===== config.mk =====
export PLATFORM = sky130hd
export DESIGN_NAME = add_ctrl
export DESIGN_NICKNAME = d
export VERILOG_FILES = /design/src/rtl/add_ctrl.sv
export SDC_FILE = /design/constraint.sdc
export NUM_CORES = 1
export LEC_CHECK = 0
export CORE_MARGIN = 2
export CORE_UTILIZATION = 56
export CTS_CLUSTER_DIAMETER = 120
export DETAILED_ROUTE_END_ITERATION = 8
export GPL_TIMING_DRIVEN = 0
export PLACE_DENSITY = 0.89
export SYNTH_ARGS = -nofsm -noshare
export SYNTH_HDL_FRONTEND = slang
export SYNTH_SLANG_ARGS = --single-unit

===== constraint.sdc =====
create_clock -name clock -period 8.4 [get_ports clock]
set_clock_uncertainty 0.1 [all_clocks]
set_input_delay 1.26 -clock clock [delete_from_list [all_inputs] [get_ports clock]]
set_output_delay 1.26 -clock clock [all_outputs]
set_load 0.05 [all_outputs]

===== src/rtl/add_ctrl.sv =====
// add_ctrl: sequencing controller for the add vector datapath.
// Accepts one LANES-wide operand pair, steps one shared 32-bit adder across the
// lanes (one lane per cycle), then returns the result over a valid/ready channel.
//
// Ports:
//   clock, reset          clock and asynchronous active-high reset
//   req_valid/req_ready   request handshake; req_a/req_b operand vectors
//   rsp_valid/rsp_ready   response handshake; rsp_y result vector
//   busy                  operation in progress (RUN or DONE)
//   cc                    cycles spent in RUN since reset (wrapping)
//   done_cnt              completed response handshakes since reset (wrapping)
module add_ctrl #(
  parameter int unsigned LANES = 1
) (
  input  logic                  clock,
  input  logic                  reset,
  input  logic                  req_valid,
  output logic                  req_ready,
  input  logic [32*LANES-1:0]   req_a,
  input  logic [32*LANES-1:0]   req_b,
  output logic                  rsp_valid,
  input  logic                  rsp_ready,
  output logic [32*LANES-1:0]   rsp_y,
  output logic                  busy,
  output logic [31:0]           cc,
  output logic [31:0]           done_cnt
);

  localparam int unsigned IdxW = (LANES > 1) ? $clog2(LANES) : 1;
  localparam logic [IdxW-1:0] LastIdx = IdxW'(LANES - 1);

  typedef enum logic [1:0] {
    StIdle,
    StRun,
    StDone
  } state_e;

  state_e                state_q, state_d;
  logic [32*LANES-1:0]   ra_q, rb_q, ry_q;
  logic [32*LANES-1:0]   ry_next;
  logic [IdxW-1:0]       idx_q;
  logic [31:0]           cc_q, done_cnt_q;
  logic                  req_fire, rsp_fire;

  assign rsp_valid = (state_q == StDone);
  assign busy      = (state_q == StRun) || (state_q == StDone);
  // Held low during reset so nothing can be accepted while the state is being cleared.
  assign req_ready = !reset && ((state_q == StIdle) || ((state_q == StDone) && rsp_ready));
  assign req_fire  = req_valid && req_ready;
  assign rsp_fire  = rsp_valid && rsp_ready;
  assign rsp_y     = ry_q;
  assign cc        = cc_q;
  assign done_cnt  = done_cnt_q;

  // Shared adder: only the lane selected by idx is updated; the carry out is dropped.
  always_comb begin
    ry_next = ry_q;
    for (int i = 0; i < int'(LANES); i++) begin
      if (idx_q == IdxW'(i)) begin
        ry_next[32*i +: 32] = ra_q[32*i +: 32] + rb_q[32*i +: 32];
      end
    end
  end

  always_comb begin
    state_d = state_q;
    unique case (state_q)
      StIdle: begin
        if (req_fire) state_d = StRun;
      end
      StRun: begin
        if (idx_q == LastIdx) state_d = StDone;
      end
      StDone: begin
        if (rsp_fire) state_d = req_fire ? StRun : StIdle;
      end
      default: state_d = StIdle;
    endcase
  end

  always_ff @(posedge clock or posedge reset) begin
    if (reset) begin
      state_q <= StIdle;
    end else begin
      state_q <= state_d;
    end
  end

  always_ff @(posedge clock or posedge reset) begin
    if (reset) begin
      ra_q       <= '0;
      rb_q       <= '0;
      ry_q       <= '0;
      idx_q      <= '0;
      cc_q       <= '0;
      done_cnt_q <= '0;
    end else begin
      // A request can only fire in IDLE or DONE, so it never collides with a RUN step.
      if (req_fire) begin
        ra_q  <= req_a;
        rb_q  <= req_b;
        ry_q  <= '0;
        idx_q <= '0;
      end else if (state_q == StRun) begin
        ry_q <= ry_next;
        if (idx_q != LastIdx) idx_q <= idx_q + IdxW'(1);
      end
      if (state_q == StRun) cc_q <= cc_q + 32'd1;
      if (rsp_fire) done_cnt_q <= done_cnt_q + 32'd1;
    end
  end

endmodule

==> impl_metrics.toml, run 1 <==
[status]
status = "completed"

[clock_tree]
tritoncts = "yes"
cts_sinks = 162
cts_buffers = 17
clkTransAtPathRegs_ns = 0.06
cts_setup_buffers = 0
clockRootBuffer = "clkbuf_16"
htreeDepth = 4
clk_path_buf_depth = 2
holdBufCountCts = 0
post_cts_resized = 0
clock_latency_ns = 0.43

[logic_synthesis]
yosysUniqueCellTypes = 49
ys_seq_area_share_pct = 50.31
syn_area_per_cell_sq_um = 9.326
synthCells = 864
syn-num-nets = 970
synth_top_area_share_pct = 50.31
synth_flop_cell = "dfrtp_1"
synth_edf_count = 0
yosysWarnings = 0
synth.area.top_cells = "dfrtp_1, nand2_1, xnor2_1"
syn_area_sq_mm = 0.008058
synthArstFlopShare_pct = 100.0
synth_area_leader_cell = "dfrtp_1"
ys_ff_latch = 162

[placed_design]
place.gp.congestion = 0.8952
hpwl_um = 14300
placed_area_sq_mm = 0.009977
io_buffers = 166

[power]
p_switching_mw = 1.638
comb_power_share_pct = 49.8
p_int_mw = 2.159
powerDensity_mw_per_mm2 = 360.6
switching_share_pct = 43.15
power.share.clock_pct = 19.5
vdd_ir_drop_max_uv = 243.3
p_seq_share_pct = 30.7
p_leak_nw = 4.882

[worst_setup_path]
r2r_slack_ns = 5.35
crit_start = "rsp_ready"
critPathLaunchType = "input port"
critical_path_class = "input port to output port"
critPathRequiredTime_ns = 7.04
cp_max_fo = 8
worst-endpoint-arrival_ns = 3.23
r2r-start = "ra_q[0]$_DFFE_PP0N_"
reg2regPathDepth = 11
cp-end-kind = "output port"
crit_end = "req_ready"
reg2reg_to = "rsp_y[26]$_DFFE_PP0P_"

[route]
drt-total-wl_um = 19740
vias = 6865
first_pass_iters = 7
avgRoutedWirePerCell_um = 15.89
drcViolationCount = 0
antenna_left = 0
viasPerCell = 5.527
drt_iter0_markers = 537

[sta]
slew_headroom_pct = 44.98
hold_viol = 0
setup-violations-final = 0
layout_min_cycle_time_ns = 4.587
fin_crit_sh_pct = 54.61
fin_setup_tns_ns = 0
fmax_mhz = 218.0
worst_pin_slew_ns = 0.8253
drv_slew = 0
rsz0062_at_grt = "false"

[grt]
grt_antenna_before_repair = 0
grt_max_degree = 103
grt.total_usage_pct = 26.79
grt-ovfl-total = 0
first_global_vias = 6654
grt_pass1_wl_um = 31840

[job]
max_cap_viol_count = 0

[die]
die-height_um = 124.0
design.die.area_sq_mm = 0.01536
rows = 43
coreArea_sq_mm = 0.01399
start_util_pct = 57.60
die_w_um = 124.0
ios = 167

[cells_and_area]
area_growth_pct = 30.68
antenna_cells = 0
fin_area_sq_mm = 0.01053
drive_gt1_share_pct = 3.578
nets = 1156
fillers = 991

[min_path]
worstHoldPathType = "register to register"
cell type report:
class                           instances  area [sq um]  share of cell area, %
Buffer                                 29         113.9                  1.081
Timing Repair Buffer                  167          1689                  16.04
Inverter                               15         61.31                 0.5822
Clock inverter                         10         112.6                  1.069
Multi-Input combinational cell        658          3834                  36.41
Tap cell                              180         225.2                  2.139
Clock buffer                           21         440.4                  4.183
Sequential cell                       162          4054                  38.50
layer usage:
layer / vias to the layer above / wire [um] / global-route usage (%)
met4: 0 / 353 / 9.480
met3: 29 / 1303 / 6.502
met2: 261 / 9433 / 43.27
met1: 3308 / 8646 / 35.49
li1: 3267 / - / -
met5: - / 0 / 0
layout by cell type, fill, tap and decap left out, types with 3 or more instances in the layout:
cell type,Yosys,routed
nand4_1,20,20
and2_1,7,7
clkbuf_1,25,29
clkdlybuf4s50_1,0,166
a21oi_1,36,36
a21o_1,7,7
o21a_1,6,6
xor2_1,30,30
nand3_1,18,18
nor2_1,54,54
clkbuf_16,0,17
or3_1,3,3
nor3_1,7,7
nand2b_1,3,3
nand2_1,262,262
clkinv_2,0,4
o21ai_0,32,32
nor2b_1,3,3
mux2i_1,12,12
and4_1,6,6
a31oi_1,4,4
and3_1,12,12
ha_1,37,37
o31ai_1,3,3
xnor2_1,61,61
o211ai_1,3,3
dfrtp_1,162,162
inv_1,14,13
a211oi_1,5,5
power groups by stage:
stage	Combinational [mW]	Clock (mW)	Sequential, mW
after floorplan	1.13	0	1.39
after global placement	1.82	0	1.16
after detailed placement	1.86	0	1.17
after CTS	1.88	0.744	1.16
after global routing	2.08	0.782	1.19
final	1.89	0.740	1.17
worst min-delay path by stage:
stage / from / to / cells after the start
6_report: cc[31]$_DFFE_PP0P_ / cc[31]$_DFFE_PP0P_ / 1
5_1_grt: done_cnt[31]$_DFFE_PP0P_ / done_cnt[31]$_DFFE_PP0P_ / 1
4_1_cts: cc[31]$_DFFE_PP0P_ / cc[31]$_DFFE_PP0P_ / 1
3_5_place_dp: cc[31]$_DFFE_PP0P_ / cc[31]$_DFFE_PP0P_ / 1
3_3_place_gp: cc[31]$_DFFE_PP0P_ / cc[31]$_DFFE_PP0P_ / 1
2_1_floorplan: rb_q[0]$_DFFE_PP0N_ / rb_q[0]$_DFFE_PP0N_ / 2
cell usage after synthesis (all sizes together) (4+ instances only):
| library cell | instances |
|---|---|
| xor2 | 30 |
| nor2 | 54 |
| a31oi | 4 |
| and4 | 6 |
| a21oi | 36 |
| nand2 | 262 |
| buf | 4 |
| xnor2 | 61 |
| inv | 14 |
| nand3 | 18 |
| and3 | 12 |
| ha | 37 |
| clkbuf | 25 |
| mux2i | 12 |
| o21ai | 35 |
| nor3 | 7 |
| o21a | 6 |
| a21o | 7 |
| and2 | 7 |
| nand4 | 20 |
| a211oi | 5 |
| dfrtp | 162 |
worst max-delay path, stage by stage:
cell and delay (ns):
clkdlybuf4s50_1 0.47, and2_1 0.11, clkbuf_1 0.27, nor2_1 0.07, nor2_1 0.17, clkdlybuf4s50_1 0.87
stage by stage:
stage / setup WS [ns] / total power [mW] / hold slack [ns] / utilization, % / instances
2_1_floorplan: 2.663 / 2.520 / 0.3497 / - / 864
3_3_place_gp: 0.6610 / 2.982 / 0.3604 / 71.09 / 1210
3_5_place_dp: 3.839 / 3.033 / 0.3655 / 71.32 / 1211
4_1_cts: 3.830 / 3.787 / 0.3738 / 75.28 / 1242
5_1_grt: 3.722 / 4.045 / 0.3987 / 75.28 / 1242
6_report: 3.813 / 3.797 / 0.3710 / 75.28 / 1242
cells by family after synthesis:
family | synth area share, %
adder cells (fa/ha/maj) | 5.994
flip-flops | 50.31
AND/OR/NAND/NOR | 21.07
buffers and inverters | 2.112
multiplexers | 1.770
XOR/XNOR | 9.891
AO/OA/AOI/OAI | 8.851
registers in the layout, summed over array words and instances, names as in the netlist:
| name | count |
|---|---|
| state_q | 2 |
| ra_q | 32 |
| rsp_y | 32 |
| rb_q | 32 |
| done_cnt | 32 |
| cc | 32 |
Note: power is estimated with default switching activity, not from simulation.
==> inputs of run 2 (changes only) <==
--- a/config.mk
+++ b/config.mk
@@ -6,11 +6,11 @@
 export NUM_CORES = 1
 export LEC_CHECK = 0
 export CORE_MARGIN = 2
-export CORE_UTILIZATION = 56
+export CORE_UTILIZATION = 52
 export CTS_CLUSTER_DIAMETER = 120
 export DETAILED_ROUTE_END_ITERATION = 8
 export GPL_TIMING_DRIVEN = 0
-export PLACE_DENSITY = 0.89
+export PLACE_DENSITY = 0.84
 export SYNTH_ARGS = -nofsm -noshare
 export SYNTH_HDL_FRONTEND = slang
 export SYNTH_SLANG_ARGS = --single-unit
==> constraint.sdc (replaced) <==
create_clock -name clock -period 4.7 [get_ports clock]
set_clock_uncertainty 0.1 [all_clocks]
set_input_delay 0.705 -clock clock [delete_from_list [all_inputs] [get_ports clock]]
set_output_delay 0.705 -clock clock [all_outputs]
set_load 0.05 [all_outputs]
==> run 2 against run 1 <==
Net effect: sequential cell count unchanged; final cell count increased by 0.72%; wire length decreased by 1.4%; clock power increased by 82%; first-iteration DRC count decreased by 21%; sequential share of layout area decreased by 0.24 points; non-clock buffer count increased by 2; critical endpoint unchanged; largest power group unchanged.
==> impl_metrics.toml, run 2 (synthesis gave the netlist of run 1 again) <==
[worst_setup_path]
cp_top_family = "buffers and inverters"
cp_num_buf_inv = 3
critical_path_class = "input port to output port"
cp_cell_sequence = "clkdlybuf4s50_1 > and2_1 > clkbuf_1 > nor2_1 > nor2_1 > clkdlybuf4s50_1"
cp-end-kind = "output port"
critPathRequiredTime_ns = 3.89
cp_max_fo = 8
cpPeakStageDelay_ns = 0.85
worst-endpoint-arrival_ns = 2.66
worst_path_max_delay_cell = "clkdlybuf4s50_1"
critPathLaunchType = "input port"

[min_path]
worstHoldPathType = "register to register"

[clock_tree]
clockRootBuffer = "clkbuf_16"
clkTransAtPathRegs_ns = 0.06
clock_latency_ns = 0.42
cts_setup_buffers = 0
cts_buffers = 17
tritoncts = "yes"
htreeDepth = 4
clk_path_buf_depth = 2
holdBufCountCts = 0
cts_sinks = 162
post_cts_resized = 0

[route]
drt_iter0_markers = 426
drcViolationCount = 0
drt-total-wl_um = 19470
vias = 6797
antenna_left = 0
topRoutingLayerUsed = "met4"
dr_wl_met3_um = 1186
first_pass_iters = 5
wl_met1_um = 8495
avgRoutedWirePerCell_um = 15.56
routed-wl-met2_um = 9371
viasPerCell = 5.433

[grt]
grt_max_degree = 44
grt_pass1_wl_um = 31950
grt_antenna_before_repair = 0
grt.total_usage_pct = 24.60
grt-ovfl-total = 0
first_global_vias = 6575

[placed_design]
hpwl_um = 14440
place.gp.congestion = 0.9007
io_buffers = 166
pre_cts_ws_ns = 1.233
placed_area_sq_mm = 0.01002

[sta]
setup-violations-final = 0
hold_viol = 0
fmax_mhz = 288.2
rsz0062_at_grt = "false"
drv_slew = 0
fin_crit_sh_pct = 73.83
fin_setup_tns_ns = 0
slew_headroom_pct = 38.41
fin_ws_ns = 1.230
layout_min_cycle_time_ns = 3.470
worst_pin_slew_ns = 0.9219

[cells_and_area]
final_cell_mix = "nand2_1, clkdlybuf4s50_1, dfrtp_1"
nets = 1158
drive_gt1_share_pct = 3.951
final_common_cell = "nand2_1"
fin_area_sq_mm = 0.01060
area_growth_pct = 31.49
antenna_cells = 0

[power]
p_leak_nw = 4.903
vdd_ir_drop_max_uv = 377.9
total_power_mw = 6.861
powerDensity_mw_per_mm2 = 647.6

[die]
design.die.area_sq_mm = 0.01651
die_w_um = 128.5
start_util_pct = 53.20
rows = 45
ios = 167
die-height_um = 128.5
coreArea_sq_mm = 0.01515

[job]
max_cap_viol_count = 0

[status]
status = "completed"
## run 2: cell count changes in the layout (fill, tap and decap cells not counted)
| cell | delta |
|---|---|
| buf_12 | +3 |
| clkinv_4 | -2 |
| buf_16 | -1 |
| clkbuf_8 | +3 |
| clkinv_2 | -1 |
| clkbuf_1 | -3 |
| clkinvlp_4 | +2 |
## run 2: worst reg2reg max path, stage by stage, from the launching register on
cell and delay, ns:
dfrtp_1 0.39, ha_1 0.22, inv_1 0.08, fa_1 0.19, nor2b_1 0.08, o31a_1 0.29, o311ai_0 0.57, a21oi_1 0.28
or2_2 0.37, a21oi_1 0.16, xor2_1 0.22, o21ai_0 0.10
## run 2: path summary, 6_finish.rpt
path / from / to / cells after the start / slack, ns
setup reg to reg: ra_q[0]$_DFFE_PP0N_ / rsp_y[20]$_DFFE_PP0P_ / 11 / 1.53
min in group asynchronous: reset / done_cnt[8]$_DFFE_PP0P_ / 2 / 0.75
hold reg to reg: done_cnt[31]$_DFFE_PP0P_ / done_cnt[31]$_DFFE_PP0P_ / 1 / 0.37
hold / removal: done_cnt[31]$_DFFE_PP0P_ / done_cnt[31]$_DFFE_PP0P_ / 1 / 0.37
max in group asynchronous: reset / cc[10]$_DFFE_PP0P_ / 3 / 3.06
setup / recovery: rsp_ready / req_ready / 6 / 1.23
## run 2: where the power goes
group	total (mW)	leakage [nW]	switching, mW	internal (mW)
Clock	1.35	0.277	0.539	0.816
Sequential	2.08	2.12	0.279	1.80
Combinational	3.43	2.51	2.14	1.28
## run 2: per-stage QoR
step / instances / utilization, % / hold slack [ns]
after global routing: 1251 / 69.95 / 0.3990
after detailed placement: 1221 / 66.15 / 0.3641
after floorplan: 864 / - / 0.3497
after global placement: 1218 / 65.75 / 0.3615
final: 1251 / 69.95 / 0.3698
after CTS: 1251 / 69.95 / 0.3742
## run 2: area by class of cell
class | count | area [sq um]
timing repair buffer | 169 | 1722
tap | 188 | 235.2
buffer | 29 | 113.9
clock buffer | 21 | 470.5
inverter | 15 | 60.06
clock inverter | 9 | 106.4
fill | 1155 | 4551
sequential | 162 | 4054
multi-input combinational | 658 | 3834
## run 2: layer usage
layer / GRT usage, % / up-vias
met5: 0 / -
met4: 8.533 / 0
met3: 3.992 / 34
met2: 41.49 / 278
met1: 32.52 / 3209
li1: - / 3276
==> inputs of run 3 (changes only) <==
--- a/config.mk
+++ b/config.mk
@@ -6,11 +6,11 @@
 export NUM_CORES = 1
 export LEC_CHECK = 0
 export CORE_MARGIN = 2
-export CORE_UTILIZATION = 52
+export CORE_UTILIZATION = 47
 export CTS_CLUSTER_DIAMETER = 120
 export DETAILED_ROUTE_END_ITERATION = 8
 export GPL_TIMING_DRIVEN = 0
-export PLACE_DENSITY = 0.84
+export PLACE_DENSITY = 0.8
 export SYNTH_ARGS = -nofsm -noshare
 export SYNTH_HDL_FRONTEND = slang
 export SYNTH_SLANG_ARGS = --single-unit
==> constraint.sdc (replaced) <==
create_clock -name clock -period 3 [get_ports clock]
set_clock_uncertainty 0.1 [all_clocks]
set_input_delay 0.45 -clock clock [delete_from_list [all_inputs] [get_ports clock]]
set_output_delay 0.45 -clock clock [all_outputs]
set_load 0.05 [all_outputs]
==> run 3 against run 2 <==
Net effect: register-to-register slack lost 1.4 ns; sequential share of layout area shrank 0.59 points; wire length grew 0.66%; global-route usage shrank 2.3 points; first-iteration DRC count shrank 11%; worst hold slack gained 0.0063 ns; total power grew 60%; clock-buffer cell count shrank 1; core utilization shrank 5.3 points; cell area grew 1.6%; combinational power grew 57%; die area grew 10%; critical path type is now register to register; critical endpoint is now rsp_y[20]$_DFFE_PP0P_; largest cell class unchanged.
==> impl_metrics.toml, run 3 (synthesis gave the netlist of run 1 again) <==
[clock_tree]
clkTransAtPathRegs_ns = 0.06
cts_buffers = 17
htreeDepth = 4
clk_path_buf_depth = 2
clock_latency_ns = 0.42
tritoncts = "yes"
clockRootBuffer = "clkbuf_16"
cts_sinks = 162
cts_setup_buffers = 0

[worst_setup_path]
critPathRequiredTime_ns = 3.18
critPathLaunchType = "register"
cp_cell_sequence = "ha_1 > inv_1 > fa_1 > nor2b_2 > o31a_1 > o311ai_1 > a21oi_2 > or2_2 > a21oi_1 > xor2_1 > o21ai_0"
cp-end-kind = "register"
critical_path_class = "register to register"
cp_max_fo = 3
worst-endpoint-arrival_ns = 3.04
worst_path_max_delay_cell = "o311ai_1"
cpPeakStageDelay_ns = 0.45

[route]
vias = 6721
drt_iter0_markers = 379
first_pass_iters = 5
antenna_left = 0
avgRoutedWirePerCell_um = 15.24
viasPerCell = 5.226
drt-total-wl_um = 19600
drcViolationCount = 0

[sta]
worst_pin_slew_ns = 0.7859
fmax_mhz = 350.1
hold_viol = 0
fin_setup_tns_ns = 0
slew_headroom_pct = 47.61
setup-violations-final = 0
drv_slew = 0
layout_min_cycle_time_ns = 2.857
fin_crit_sh_pct = 95.22

[grt]
grt.total_usage_pct = 22.34
grt-ovfl-total = 0
first_global_vias = 6554
grt_pass1_wl_um = 32190
grt_max_degree = 43
grt_antenna_before_repair = 0

[cells_and_area]
final_common_cell = "nand2_1"
fin_area_sq_mm = 0.01076
area_growth_pct = 33.54
nets = 1159
post-route-util_pct = 64.66
fillers = 1397
drive_gt1_share_pct = 5.066
final_cell_mix = "nand2_1, clkdlybuf4s50_1, dfrtp_1"
antenna_cells = 0

[die]
rows = 47
die-height_um = 134.9
die_w_um = 134.9
design.die.area_sq_mm = 0.01821
start_util_pct = 48.42
ios = 167
coreArea_sq_mm = 0.01664

[power]
powerDensity_mw_per_mm2 = 1021
p_leak_nw = 4.963
vdd_ir_drop_max_uv = 593.5

[placed_design]
io_buffers = 166
placed_area_sq_mm = 0.01009
hpwl_um = 14820
place.gp.congestion = 0.8421

[job]
max_cap_viol_count = 0

[min_path]
worstHoldPathType = "register to register"

[status]
status = "completed"
-- run 3: cell types whose count changed in the layout (fill, tap and decap cells not counted), moves of 2 or more --
cell       previous run  this run
bufinv_16             2         4
clkbuf_1             26        23
clkbuf_2              0         2
clkinv_4              0         4
o311ai_0              2         0
o311ai_1              0         2
-- run 3: final timing paths --
kind / from / to / slack, ns / cells past startpoint
max: ra_q[0]$_DFFE_PP0N_ / rsp_y[20]$_DFFE_PP0P_ / 0.14 / 11
min: cc[31]$_DFFE_PP0P_ / cc[31]$_DFFE_PP0P_ / 0.38 / 1
max reg2reg: ra_q[0]$_DFFE_PP0N_ / rsp_y[20]$_DFFE_PP0P_ / 0.14 / 11
min reg2reg: cc[31]$_DFFE_PP0P_ / cc[31]$_DFFE_PP0P_ / 0.38 / 1
max in group asynchronous: reset / ra_q[10]$_DFFE_PP0N_ / 1.46 / 4
min in group asynchronous: reset / cc[18]$_DFFE_PP0P_ / 0.45 / 2
-- run 3: worst max-delay path: cells and delay by family (launching register included) --
| kind | cells | cell delay (ns) |
|---|---|---|
| simple gates | 2 | 0.39 |
| xor+xnor | 1 | 0.17 |
| buf+inv | 1 | 0.07 |
| flops | 1 | 0.40 |
| fa+ha+maj | 2 | 0.42 |
| compound gates | 5 | 1.17 |
-- run 3: power breakdown --
part	internal (mW)	total, mW	switching (mW)
Combinational	2.03	5.37	3.34
Sequential	2.82	3.26	0.440
Clock	1.46	2.35	0.887
Total	6.31	11.0	4.67
-- run 3: what timing repair did --
item / 4_1_cts / 5_1_grt
pin swaps: 0 / 1
gates resized for setup: 2 / 13
endpoints found under the setup margin: 3 / 72
hold endpoints to repair: 0 / 0
hold buffers: 0 / 0
-- run 3: metrics by stage --
stage | total power, mW | hold slack, ns | std cells | worst slack [ns]
after floorplan | 7.062 | 0.3497 | 864 | 0.1627
final | 10.98 | 0.3760 | 1286 | 0.1433
after global routing | 11.72 | 0.3951 | 1286 | -0.001234
after global placement | 8.395 | 0.3592 | 1250 | -0.9800
after detailed placement | 8.539 | 0.3677 | 1254 | -0.1495
after CTS | 10.94 | 0.3800 | 1286 | 0.01927
-- run 3: area by class of cell --
cell class	instances	area [sq um]	area share [%]
Sequential cell	162	4054	37.67
Multi-Input combinational cell	658	3866	35.93
Timing Repair Buffer	170	1742	16.19
Clock buffer	20	466.7	4.337
Tap cell	220	275.3	2.558
Clock inverter	12	180.2	1.674
Buffer	29	116.4	1.081
Inverter	15	60.06	0.5581
-- run 3: per-layer routing --
layer	vias up	GRT usage [%]	share of wire (%)
li1	3284	-	-
met1	3178	29.94	45
met3	35	4.317	6.2
met4	0	7.755	2.2
met5	-	0	0
met2	224	36.49	47
